## src/rtl/vdp_sprite_pkg.sv

```systemverilog
// rtl/vdp_sprite_pkg.sv - shared types, constants and helpers for the sprite line scanner
// Contents:
//   scan_state_t  scanner FSM states (IDLE/REQ/EVAL/FIN)
//   Y_TERM_M1     attribute Y value that ends the table in sprite mode 1
//   Y_TERM_M2     attribute Y value that ends the table in sprite mode 2
//   sp_height()   sprite height in lines from size/zoom bits (8/16/32)
package vdp_sprite_pkg;

   typedef enum logic [1:0] {
      ST_IDLE,
      ST_REQ,
      ST_EVAL,
      ST_FIN
   } scan_state_t;

   localparam logic [7:0] Y_TERM_M1 = 8'd208;
   localparam logic [7:0] Y_TERM_M2 = 8'd216;

   function automatic logic [7:0] sp_height(input logic size, input logic zoom);
      case ({size, zoom})
         2'b00:   sp_height = 8'd8;
         2'b01:   sp_height = 8'd16;
         2'b10:   sp_height = 8'd16;
         default: sp_height = 8'd32;
      endcase
   endfunction

endpackage

```

## src/rtl/vdp_sprite_ymatch.sv

```systemverilog
// rtl/vdp_sprite_ymatch.sv - combinational Y-range and terminator test for one attribute entry
// Ports:
//   line_y   in  8  target line
//   y        in  8  attribute Y byte
//   size     in  1  0=8px, 1=16px
//   zoom     in  1  1=magnified x2
//   mode2    in  1  selects the terminator value
//   match    out 1  line falls inside the sprite
//   is_term  out 1  entry is the end-of-table marker
module vdp_sprite_ymatch
   import vdp_sprite_pkg::*;
(
   input  logic [7:0] line_y,
   input  logic [7:0] y,
   input  logic       size,
   input  logic       zoom,
   input  logic       mode2,
   output logic       match,
   output logic       is_term
);

   logic [7:0] diff;

   // 8-bit wrap lets sprites that start near the bottom of the Y range
   // cover the first lines of the next frame.
   assign diff    = line_y - y;
   assign match   = (diff < sp_height(size, zoom));
   assign is_term = (y == (mode2 ? Y_TERM_M2 : Y_TERM_M1));

endmodule

```

## src/rtl/vdp_sprite_line_scanner.sv

```systemverilog
// rtl/vdp_sprite_line_scanner.sv - per-line sprite attribute scanner building the visible sprite list
// Ports:
//   CLK21M, RESET_N              clock, synchronous active-low reset
//   START, LINE_Y                start pulse and target line
//   SPMODE2, REG_R1_SP_SIZE,
//   REG_R1_SP_ZOOM,
//   REG_R11R5_SP_ATR_ADDR        scan configuration, sampled at START
//   VRAM_REQ/ADR/ACK/DAT         attribute Y byte read port
//   BUSY, DONE                   scan status
//   LIST_COUNT, LIST_NUM         visible sprite list (slot k = LIST_NUM[5k+4:5k])
//   OVERMAP, OVERMAP_NUM         sticky overmap status
//   CLR_REQ, CLR_ACK             toggle handshake clearing OVERMAP
module vdp_sprite_line_scanner
   import vdp_sprite_pkg::*;
#(
   parameter int MAX_PER_LINE = 8,
   parameter int NUM_SPRITES  = 32,
   parameter int CNT_W        = $clog2(MAX_PER_LINE + 1)
) (
   input  logic                      CLK21M,
   input  logic                      RESET_N,
   input  logic                      START,
   input  logic [7:0]                LINE_Y,
   input  logic                      SPMODE2,
   input  logic                      REG_R1_SP_SIZE,
   input  logic                      REG_R1_SP_ZOOM,
   input  logic [9:0]                REG_R11R5_SP_ATR_ADDR,
   output logic                      VRAM_REQ,
   output logic [16:0]               VRAM_ADR,
   input  logic                      VRAM_ACK,
   input  logic [7:0]                VRAM_DAT,
   output logic                      BUSY,
   output logic                      DONE,
   output logic [CNT_W-1:0]          LIST_COUNT,
   output logic [5*MAX_PER_LINE-1:0] LIST_NUM,
   output logic                      OVERMAP,
   output logic [4:0]                OVERMAP_NUM,
   input  logic                      CLR_REQ,
   output logic                      CLR_ACK
);

   localparam logic [CNT_W-1:0] LIMIT_M2 = CNT_W'(MAX_PER_LINE);
   localparam logic [CNT_W-1:0] LIMIT_M1 = CNT_W'(MAX_PER_LINE / 2);
   localparam logic [4:0]       LAST_NUM = 5'(NUM_SPRITES - 1);

   scan_state_t state, state_nxt;

   logic [4:0]       num;
   logic [7:0]       line_y_q;
   logic             mode2_q;
   logic             size_q;
   logic             zoom_q;
   logic [9:0]       atr_q;
   logic [7:0]       y_q;
   logic [4:0]       list_num [MAX_PER_LINE];
   logic             restart_gap;

   logic [CNT_W-1:0] limit;
   logic             list_full;
   logic             y_match;
   logic             y_term;
   logic             eval_go;
   logic             ack_taken;
   logic             list_add;
   logic             ovm_event;

   vdp_sprite_ymatch u_ymatch (
      .line_y  (line_y_q),
      .y       (y_q),
      .size    (size_q),
      .zoom    (zoom_q),
      .mode2   (mode2_q),
      .match   (y_match),
      .is_term (y_term)
   );

   assign limit     = mode2_q ? LIMIT_M2 : LIMIT_M1;
   assign list_full = (LIST_COUNT == limit);
   assign VRAM_ADR  = {atr_q, num, 2'b00};

   // A START always wins over the work of the current cycle so an aborted
   // scan never lists, flags or advances anything.
   assign eval_go   = (state == ST_EVAL) && !START;
   assign ack_taken = (state == ST_REQ) && !restart_gap && VRAM_ACK && !START;
   assign list_add  = eval_go && !y_term && y_match && !list_full;
   assign ovm_event = eval_go && !y_term && y_match && list_full;

   always_ff @(posedge CLK21M) begin
      if (!RESET_N) begin
         state <= ST_IDLE;
      end else begin
         state <= state_nxt;
      end
   end

   always_comb begin
      state_nxt = state;
      VRAM_REQ  = 1'b0;
      BUSY      = 1'b0;
      DONE      = 1'b0;
      case (state)
         ST_IDLE: begin
            if (START) state_nxt = ST_REQ;
         end
         ST_REQ: begin
            BUSY = 1'b1;
            // After an abort the request drops for one cycle so the memory
            // side sees the old transfer end before the new address appears.
            VRAM_REQ = !restart_gap;
            if (START)          state_nxt = ST_REQ;
            else if (ack_taken) state_nxt = ST_EVAL;
         end
         ST_EVAL: begin
            BUSY = 1'b1;
            if (START)                                       state_nxt = ST_REQ;
            else if (y_term || ovm_event || num == LAST_NUM) state_nxt = ST_FIN;
            else                                             state_nxt = ST_REQ;
         end
         ST_FIN: begin
            BUSY      = 1'b1;
            DONE      = 1'b1;
            state_nxt = START ? ST_REQ : ST_IDLE;
         end
         default: state_nxt = ST_IDLE;
      endcase
   end

   always_ff @(posedge CLK21M) begin
      if (!RESET_N) begin
         num         <= '0;
         line_y_q    <= '0;
         mode2_q     <= 1'b0;
         size_q      <= 1'b0;
         zoom_q      <= 1'b0;
         atr_q       <= '0;
         y_q         <= '0;
         restart_gap <= 1'b0;
         LIST_COUNT  <= '0;
         OVERMAP     <= 1'b0;
         OVERMAP_NUM <= '0;
         CLR_ACK     <= 1'b0;
         for (int k = 0; k < MAX_PER_LINE; k++) begin
            list_num[k] <= '0;
         end
      end else begin
         if (START) begin
            line_y_q    <= LINE_Y;
            mode2_q     <= SPMODE2;
            size_q      <= REG_R1_SP_SIZE;
            zoom_q      <= REG_R1_SP_ZOOM;
            atr_q       <= REG_R11R5_SP_ATR_ADDR;
            num         <= '0;
            LIST_COUNT  <= '0;
            restart_gap <= (state == ST_REQ);
         end else begin
            restart_gap <= 1'b0;
            if (ack_taken) y_q <= VRAM_DAT;
            if (state == ST_EVAL && state_nxt == ST_REQ) num <= num + 5'd1;
            if (list_add) begin
               for (int k = 0; k < MAX_PER_LINE; k++) begin
                  if (CNT_W'(k) == LIST_COUNT) list_num[k] <= num;
               end
               LIST_COUNT <= LIST_COUNT + 1'b1;
            end
         end

         // Clear first so a same-cycle overmap event overrides it.
         if (CLR_REQ != CLR_ACK) begin
            OVERMAP <= 1'b0;
            CLR_ACK <= CLR_REQ;
         end
         if (ovm_event) OVERMAP <= 1'b1;
         if (eval_go && !OVERMAP) OVERMAP_NUM <= num;
      end
   end

   always_comb begin
      LIST_NUM = '0;
      for (int k = 0; k < MAX_PER_LINE; k++) begin
         LIST_NUM[5*k +: 5] = list_num[k];
      end
   end

endmodule

```

## config.mk

```make
export PLATFORM = sky130hd
export DESIGN_NAME = vdp_sprite_line_scanner
export DESIGN_NICKNAME = d
export VERILOG_FILES = /design/src/rtl/vdp_sprite_pkg.sv /design/src/rtl/vdp_sprite_ymatch.sv /design/src/rtl/vdp_sprite_line_scanner.sv
export SDC_FILE = /design/constraint.sdc
export NUM_CORES = 1
export LEC_CHECK = 0
export ABC_AREA = 1
export BUFFER_PORTS_ARGS = -buffer_cell sky130_fd_sc_hd__buf_2
export CAP_MARGIN = 20
export CORE_MARGIN = 1.5
export CORE_UTILIZATION = 45
export CTS_BUF_LIST = sky130_fd_sc_hd__clkbuf_8
export CTS_CLUSTER_SIZE = 20
export DETAILED_ROUTE_END_ITERATION = 10
export PLACE_DENSITY = 0.76
export SETUP_SLACK_MARGIN = 0.02
export SYNTH_ARGS = -nofsm -noshare
export SYNTH_HDL_FRONTEND = slang
export SYNTH_HIERARCHICAL = 1
export SYNTH_SLANG_ARGS = --single-unit
```

## constraint.sdc

```tcl
create_clock -name CLK21M -period 3.8 [get_ports CLK21M]
set_input_delay 0.38 -clock CLK21M [delete_from_list [all_inputs] [get_ports CLK21M]]
set_output_delay 0.38 -clock CLK21M [all_outputs]
set_load 0.01 [all_outputs]
```

==> flow_summary.toml, run 1 <==
[die]
io-pin-count = 105
core_area_sq_mm = 0.00834
die-height_microns = 96.6
rows = 33
die_w_microns = 96.6
dieArea_sq_mm = 0.00934
initial_utilization = 0.473

[routing]
drt_iter0_drc = 127
vias = 3204
drcViolationCount = 0
drt_wl_total_microns = 8500
firstDrtPassIters = 4
ant_nets = 0
via_per_inst = 4.92
wl_per_cell_microns = 13.1

[worst_setup_path]
path_class = "reg2reg"
reg2reg_from = "y_q[2]"
crit_top_cell = "a21oi_1"
endpoint_kind = "flop"
cp.arrival_ps = 3290
reg2reg_slack_ps = 510
crit_fanout = 9
crit_path_top_delay_cell = "o21ai_0"
r2r-end = "list_num[1][16]"
r2r_cells = 14
path_cells = "inv_1 > ha_1 > a21oi_1 > nand2_1 > a21oi_1 > xnor2_1 > ha_1 > a21oi_1 > nand3_1 > nor2_2 > nand2_1 > nor2_4 > o21ai_4 > o21ai_0"
cp.required_ps = 3800
cp_slowest_stage_delay_ps = 600
startpoint_type = "flop"

[clocking]
hold_buffers = 0
clock_sinks = 88
tritoncts = "built"
cts-root-buf = "clkbuf_8"
post-cts-setup-buffers = 0
clk_latency_ps = 350
post_cts_resized = 0
clkTransAtPathRegs_ps = 100
numCtsBuffers = 9
clock_path_buffers = 2
cts_htree_levels = 3

[cells_and_area]
drive_above_1_share = 0.269
antenna_cells = 0
syn2layout_area_growth_pct = 19.8
finalNetCount = 591

[outcome]
status = "complete, no violations"

[logic_synthesis]
synth_top_area_cell = "edfxtp_1"
ys.flop_type = "dfxtp_1"
synth_cell_types = 34
synthCells = 438
yosysWarnings = 6
synthArstFlopShare = 0
seq_area_frac_synth = 0.548
synth.top_cell.area_share = 0.304
synth.top_cells.by_area = "edfxtp_1 (30%), dfxtp_1 (24%), nand2_1 (9.8%)"
ys_ff_latch = 88
syn-cell-area_sq_mm = 0.00395
syn_avg_cell_area_sq_um = 9.01
synth-edff-count = 40

[global_route]
grt_usage = 0.186
grt_pass1_vias = 3086
grt_overflow = 0
grt_pass1_wl_microns = 14100
grt_max_degree = 30
antenna_found_initial = 0

[placement]
io_buffer_count = 102
place_hpwl_microns = 6500
gp_congestion = 0.879

[pwr]
p_leak_nw = 2.22
powerDensity_mw_per_mm2 = 392
finalPower_mw = 1.85
ir_drop_v = 0.000251

[timing]
period_minus_slack_ps = 3290
finalCritPeriodShare = 0.867
hold_viol = 0
relSlewSlack = 0.515
slew_viol_final = 0
fin_skew_ps = 16.2
rsz0062_at_grt = "no"
fin_setup_tns_ps = 0
worstMarginPinSlew_ps = 720
setup_viol = 0
max_freq_mhz = 304

[hold_path]
min_path_cells = 3
hold_end = "CLR_ACK"
hold_class = "in2reg"
min_from = "CLR_REQ"

[flow_run]
drv_cap = 0
==> area by class of cell <==
cell class	count	area [sq um]
clock inverters	7	60.1
inverters	59	229
multi-input cells	279	1490
flip-flops and latches	88	2160
fillers	760	3620
repair buffers	104	526
clock buffers	9	124
well taps	105	131
==> sequential cells by signal, indices dropped and copies added (netlist names) <==
register and count:
atr_q 10, list_num 40, size_q 1, line_y_q 8, num 5, OVERMAP 1, zoom_q 1, LIST_COUNT 4
state 2, y_q 8, CLR_ACK 1, OVERMAP_NUM 5, restart_gap 1, mode2_q 1
==> layer usage <==
| layer | part of all wire | track usage | vias to the layer above |
|---|---|---|---|
| met5 | 0 | 0 | - |
| met1 | 0.44 | 0.233 | 1439 |
| met3 | 0.077 | 0.0462 | 10 |
| met4 | 0.013 | 0.0892 | 0 |
| li1 | - | - | 1616 |
| met2 | 0.47 | 0.302 | 139 |
==> Yosys cell counts, drive strengths merged, types with 2 or more instances <==
master and n:
buf 4, ha 16, nand4 5, dfxtp 48
xor2 5, nor2 49, nand3 40, nor3 2
a21oi 28, xnor2 3, o21ai 19, inv 58
or2 2, edfxtp 40, nand2 107, clkbuf 9
==> layout by cell type (no fill, tap or decap), types with 5 or more instances in the layout <==
cell type	n
dfxtp_1	48
nor2_1	44
buf_2	102
nand3_1	33
xor2_1	5
edfxtp_1	40
ha_1	16
a21oi_1	28
inv_1	51
clkbuf_8	9
o21ai_0	16
nand2_1	103
inv_2	5
==> how the worst max path moves through the flow <==
stage                     startpoint         endpoint  slack [ps]
after floorplan               y_q[2]  list_num[1][10]         850
after global placement        y_q[2]  list_num[1][18]         670
after detailed placement      y_q[2]  list_num[1][15]         470
after CTS                     y_q[2]  list_num[1][16]         450
after global routing          y_q[2]  list_num[1][12]         160
final                         y_q[2]  list_num[1][16]         510
==> report_power, final <==
part | internal [mW] | leakage, nW | total, mW | switching (mW)
registers | 1.02 | 0.804 | 1.04 | 0.0172
clock network | 0.251 | 0.0931 | 0.600 | 0.349
logic | 0.0839 | 1.33 | 0.216 | 0.132
total | 1.35 | 2.22 | 1.85 | 0.499
==> worst max-delay path, delay by kind of cell (launching register included) <==
| kind | cells | cell delay, ps |
|---|---|---|
| buffers and inverters | 1 | 60 |
| adder cells (fa/ha/maj) | 2 | 620 |
| XOR/XNOR | 1 | 150 |
| AO/OA/AOI/OAI | 5 | 1240 |
| flip-flops | 1 | 340 |
| AND/OR/NAND/NOR | 5 | 530 |
==> per-stage QoR <==
step / setup slack (ps) / utilization / instances / area, sq um / hold slack, ps
3_5_place_dp: 466 / 0.544 / 635 / 4540 / 427
5_1_grt: 163 / 0.566 / 651 / 4720 / 219
4_1_cts: 455 / 0.566 / 651 / 4720 / 212
6_report: 506 / 0.566 / 651 / 4720 / 229
3_3_place_gp: 667 / 0.544 / 635 / 4540 / 427
2_1_floorplan: 850 / - / 439 / 3950 / 419
==> kinds of logic after synthesis <==
| family | count (synthesis) | share of synthesized area |
|---|---|---|
| adder cells (fa/ha/maj) | 16 | 0.0507 |
| AND/OR/NAND/NOR | 206 | 0.245 |
| AO/OA/AOI/OAI | 47 | 0.0625 |
| XOR/XNOR | 8 | 0.0178 |
| other | 1 | 0.000951 |
| buffers and inverters | 72 | 0.0745 |
| flip-flops | 88 | 0.548 |
Note: power is estimated with default switching activity, not from simulation.
==> run 2, diff against run 1 <==
CORE_UTILIZATION = 40   (was 45)
PLACE_DENSITY = 0.69   (was 0.76)
==> run 2 against run 1 <==
Compared with the run above:
- die area is 12% higher
- hold slack improved by 0.87 ps
- first-iteration DRC count down 26%
- global-route usage is 1.9 points lower
- highest routed layer unchanged
- core utilization fell by 7.2 points
- critical path depth rose by 2
- largest power group unchanged
- maximum frequency up 5.3%
- register-to-register slack better by 170 ps
- sequential share of layout area down 0.57 points
- clock skew shrank 8.4 ps
==> flow_summary.toml, run 2 (synthesized netlist as in run 1, its figures left out) <==
[outcome]
status = "complete, no violations"

[routing]
drcViolationCount = 0
wl_per_cell_microns = 12.3
drt_iter0_drc = 94
ant_nets = 0
via_per_inst = 4.64
vias = 3158
drt_wl_total_microns = 8370
firstDrtPassIters = 4

[clocking]
clk_latency_ps = 360
clkTransAtPathRegs_ps = 90
post-cts-setup-buffers = 0
hold_buffers = 0
clock_path_buffers = 2
post_cts_resized = 0
cts-root-buf = "clkbuf_8"
tritoncts = "built"
clock_sinks = 88
cts_htree_levels = 3
numCtsBuffers = 9

[timing]
worstMarginPinSlew_ps = 528
relSlewSlack = 0.648
max_freq_mhz = 320
rsz0062_at_grt = "no"
fin_setup_tns_ps = 0
fin_skew_ps = 7.74
slew_viol_final = 0
finalCritPeriodShare = 0.823
period_minus_slack_ps = 3130
hold_viol = 0
setup_viol = 0

[placement]
gp_congestion = 0.858
place_hpwl_microns = 6220
placed_area_sq_mm = 0.00459
io_buffer_count = 102
placed_cells = 665

[worst_setup_path]
cp_slowest_stage_delay_ps = 340
path_cells = "inv_1 > ha_1 > a21oi_1 > nand2_1 > a21oi_1 > xnor2_1 > ha_1 > a21oi_1 > nand3_1 > nor2_2 > nand2_1 > nor2_4 > o21ai_4 > nor2_8 > nand2_2 > nand2_1"
crit_buf_inv = 1
crit_fanout = 9
crit_path_top_delay_cell = "dfxtp_1"
endpoint_kind = "flop"
r2r-end = "list_num[0][8]"
crit_family = "simple AND/OR/NAND/NOR gates"
reg2reg_from = "y_q[2]"
r2r_cells = 16
cp.required_ps = 3860
startpoint_type = "flop"
cp.arrival_ps = 3190
reg2reg_slack_ps = 670
path_class = "reg2reg"

[cells_and_area]
finalNetCount = 593
antenna_cells = 0
largest_register_ff_count = 40
final_common_cell = "nand2_1"
syn2layout_area_growth_pct = 21.3
final_cell_mix = "nand2_1 (103), buf_2 (102), inv_1 (51), dfxtp_1 (48), nor2_1 (44)"
nFillCells = 921
design_area_sq_mm = 0.00478
regMostFlops = "list_num"
drive_above_1_share = 0.269
top_regs = "list_num x40, atr_q x10"
final_cells = 680

[die]
rows = 36
dieArea_sq_mm = 0.0105
io-pin-count = 105
initial_utilization = 0.407
die-height_microns = 102
core_area_sq_mm = 0.00968
die_w_microns = 102

[hold_path]
min_from = "REG_R11R5_SP_ATR_ADDR[0]"
hold_end = "atr_q[0]"
hold_class = "in2reg"
min_path_cells = 3

[global_route]
grt_max_degree = 50
grt_pass1_vias = 3059
grt_pass1_wl_microns = 13800
grt_usage = 0.168
antenna_found_initial = 0
grt_overflow = 0

[pwr]
p_leak_nw = 2.23
powerDensity_mw_per_mm2 = 396
ir_drop_v = 0.000258

[flow_run]
drv_cap = 0
run 2: power by group:
group / total (mW) / leakage, nW / switching (mW) / internal, mW
registers: 1.04 / 0.804 / 0.0163 / 1.02
clock network: 0.645 / 0.0948 / 0.340 / 0.305
logic: 0.215 / 1.34 / 0.130 / 0.0845
run 2: worst max-delay path by stage:
stage	start	end	slack [ps]	cells past startpoint
2_1_floorplan	y_q[2]	list_num[1][10]	850	14
3_3_place_gp	y_q[2]	list_num[0][5]	820	16
3_5_place_dp	y_q[2]	list_num[0][8]	720	16
4_1_cts	y_q[2]	list_num[0][5]	680	16
5_1_grt	y_q[2]	list_num[0][8]	390	16
6_report	y_q[2]	list_num[0][8]	670	16
run 2: final cells by class:
cell class | instances | area [sq um] | area share
timing repair buffer | 106 | 541 | 0.113
clock inverter | 6 | 70.1 | 0.0146
sequential | 88 | 2160 | 0.452
inverter | 59 | 229 | 0.0479
clock buffer | 9 | 124 | 0.0259
multi-input combinational | 279 | 1490 | 0.312
tap | 133 | 166 | 0.0348
run 2: worst register-to-register path, stage by stage (launching register included):
cell and delay (ps):
dfxtp_1 340, inv_1 60, ha_1 340, a21oi_1 200, nand2_1 110, a21oi_1 170, xnor2_1 160, ha_1 270
a21oi_1 140, nand3_1 100, nor2_2 100, nand2_1 80, nor2_4 140, o21ai_4 140, nor2_8 170, nand2_2 110
nand2_1 190
run 2: metal layers:
layer	wire, microns	part of all wire	track usage
met4	94	0.011	0.0506
met5	0	0	0
met1	3850	0.46	0.204
met3	519	0.062	0.0417
met2	3900	0.47	0.293
run 2: metrics by stage:
stage	hold WS (ps)	setup WS, ps	power (mW)	util
after floorplan	419	850	1.20	-
final	230	671	1.90	0.494
after CTS	213	683	1.91	0.494
after global routing	246	386	1.97	0.494
after detailed placement	431	716	1.27	0.474
after global placement	425	815	1.27	0.474
==> run 3, diff against run 2 <==
PLACE_DENSITY = 0.72   (was 0.69)
clock period = 2.64 ns   (was 3.8 ns; I/O delays follow)
==> run 3 against run 2 <==
Compared with the run above:
- the run now ends with negative setup slack left
- clock power up 42%
- first-iteration DRC count up 30%
- global-route usage up 1.1 points
- sequential power up 43%
- routed wire length up 11%
- sequential share of layout area down 4.4 points
- maximum frequency up 15%
- sequential cell count unchanged
- core utilization up 5.4 points
- die area unchanged
- cell count up 4.3%
- clock-buffer cell count unchanged
- critical path type unchanged
- critical endpoint is now list_num[0][19]
==> flow_summary.toml, run 3 (synthesized netlist as in run 1, its figures left out) <==
[outcome]
status = "complete, but fails checks"
violations = "negative setup slack"

[timing]
hold_viol = 0
relSlewSlack = 0.624
fin_setup_tns_ps = -2660
finalWorstSetupSlack_ps = -73.7
rsz0062_at_grt = "yes"
setup_viol = 54
max_freq_mhz = 369
finalCritPeriodShare = 1.03
period_minus_slack_ps = 2710
fin_skew_ps = 11.2
worstMarginPinSlew_ps = 563
holdWs_ps = 111
slew_viol_final = 0

[routing]
highest-signal-layer = "met4"
met2_length_microns = 4620
wl_met3_microns = 539
drt-met1-wl_microns = 4040
via_per_inst = 4.71
ant_nets = 0
vias = 3340
drcViolationCount = 0
drt_iter0_drc = 122
wl_per_cell_microns = 13.1
firstDrtPassIters = 4
drt_wl_total_microns = 9300

[pwr]
p_switching_mw = 0.778
sequentialPowerShare = 0.537
p_leak_nw = 2.41
powerDensity_mw_per_mm2 = 524
ir_drop_v = 0.000379
switching_share = 0.279
clkPwrFrac = 0.330
finalPower_mw = 2.78
p_comb_frac = 0.133
p_int_mw = 2.00

[hold_path]
min_path_cells = 3
hold_end = "atr_q[0]"
hold_class = "in2reg"
min_from = "REG_R11R5_SP_ATR_ADDR[0]"

[clocking]
numCtsBuffers = 9
clkTransAtPathRegs_ps = 100
clk_latency_ps = 360
cts-root-buf = "clkbuf_8"
cts_htree_levels = 3
hold_buffers = 0
clock_path_buffers = 2
clock_sinks = 88
tritoncts = "built"

[die]
rows = 36
core_area_sq_mm = 0.00968
dieArea_sq_mm = 0.0105
die_w_microns = 102
die-height_microns = 102
io-pin-count = 105
initial_utilization = 0.407

[placement]
gp_congestion = 0.868
place_hpwl_microns = 6660
io_buffer_count = 102
placed_cells = 682

[global_route]
grt_max_degree = 28
grt_pass1_wl_microns = 14500
antenna_found_initial = 0
grt_pass1_vias = 3164
grt_usage = 0.178
grt_overflow = 0

[worst_setup_path]
path_class = "reg2reg"
endpoint_kind = "flop"
reg2reg_slack_ps = -70
r2r-end = "list_num[0][19]"
crit_fanout = 6
cp.arrival_ps = 2800
r2r_cells = 18
startpoint_type = "flop"
reg2reg_from = "y_q[2]"
cp.required_ps = 2730

[flow_run]
drv_cap = 0

[cells_and_area]
final_cells = 709
final_cell_mix = "buf_2 (102), nand2_1 (93), inv_1 (49), dfxtp_1 (45), edfxtp_1 (40)"
syn2layout_area_growth_pct = 34.5
top_regs = "list_num x40, atr_q x10"
finalNetCount = 621
final_common_cell = "buf_2"
nFillCells = 883
drive_above_1_share = 0.392
largest_register_ff_count = 40
regMostFlops = "list_num"
antenna_cells = 0
run 3: cell count changes in the layout (fill, tap and decap cells not counted), moves of 5 or more:
cell,previous run,this run
buf_6,0,7
nor2_4,1,11
nor2_1,44,23
nor2_2,3,14
buf_4,4,25
nand2_4,2,7
nand2_1,103,93
run 3: cell type report:
type / count / area [sq um] / share of cell area
Inverter: 59 / 230 / 0.0434
Clock buffer: 9 / 124 / 0.0233
Multi-Input combinational cell: 279 / 1770 / 0.334
Clock inverter: 7 / 70.1 / 0.0132
Tap cell: 133 / 166 / 0.0314
Sequential cell: 88 / 2170 / 0.408
Timing Repair Buffer: 134 / 777 / 0.146
run 3: what timing repair did:
item                       in CTS  in global routing
pin swaps                      10                 11
setup endpoints to repair      59                 81
resized for setup              14                 40
setup buffers                   4                  8
run 3: worst max path at each step:
stage / endpoint / slack, ps / from / cells after the start
finish: list_num[0][19] / -70 / y_q[2] / 18
global route: list_num[0][16] / -250 / y_q[2] / 21
CTS: list_num[0][19] / -90 / y_q[2] / 18
detailed placement: list_num[0][18] / -120 / line_y_q[1] / 17
global placement: list_num[0][15] / -40 / line_y_q[1] / 17
floorplan: list_num[0][0] / 20 / line_y_q[1] / 17
run 3: power by group through the flow:
stage / Clock, mW / Sequential [mW] / Combinational (mW)
global placement: 0 / 1.52 / 0.341
CTS: 0.932 / 1.49 / 0.359
finish: 0.919 / 1.49 / 0.369
global route: 0.983 / 1.50 / 0.419
floorplan: 0 / 1.54 / 0.211
detailed placement: 0 / 1.53 / 0.348
run 3: per-stage QoR:
stage	setup slack, ps	util	instance area, sq um
2_1_floorplan	22.4	-	4050
3_3_place_gp	-41.8	0.498	4820
3_5_place_dp	-123	0.498	4820
4_1_cts	-87.0	0.526	5090
5_1_grt	-250	0.548	5310
6_report	-73.7	0.548	5310
run 3: metal layers:
| metal | up-vias | GRT usage |
|---|---|---|
| met1 | 1539 | 0.216 |
| met2 | 115 | 0.315 |
| met5 | - | 0 |
| met4 | 0 | 0.0548 |
| li1 | 1677 | - |
| met3 | 9 | 0.0404 |
run 3: critical path, stage by stage (launching register included):
cell and delay, ps:
dfxtp_2 340, inv_2 50, ha_4 230, nand2_2 60, clkinv_2 50, nand2_2 60, nand2_2 70, a21oi_2 130
xnor2_1 130, ha_1 260, a21oi_1 130, nand3_1 90, nor2_2 100, nand2_2 60, nor2_4 110, o21ai_4 120
nor2_8 210, nand3_4 130, nand2_4 110
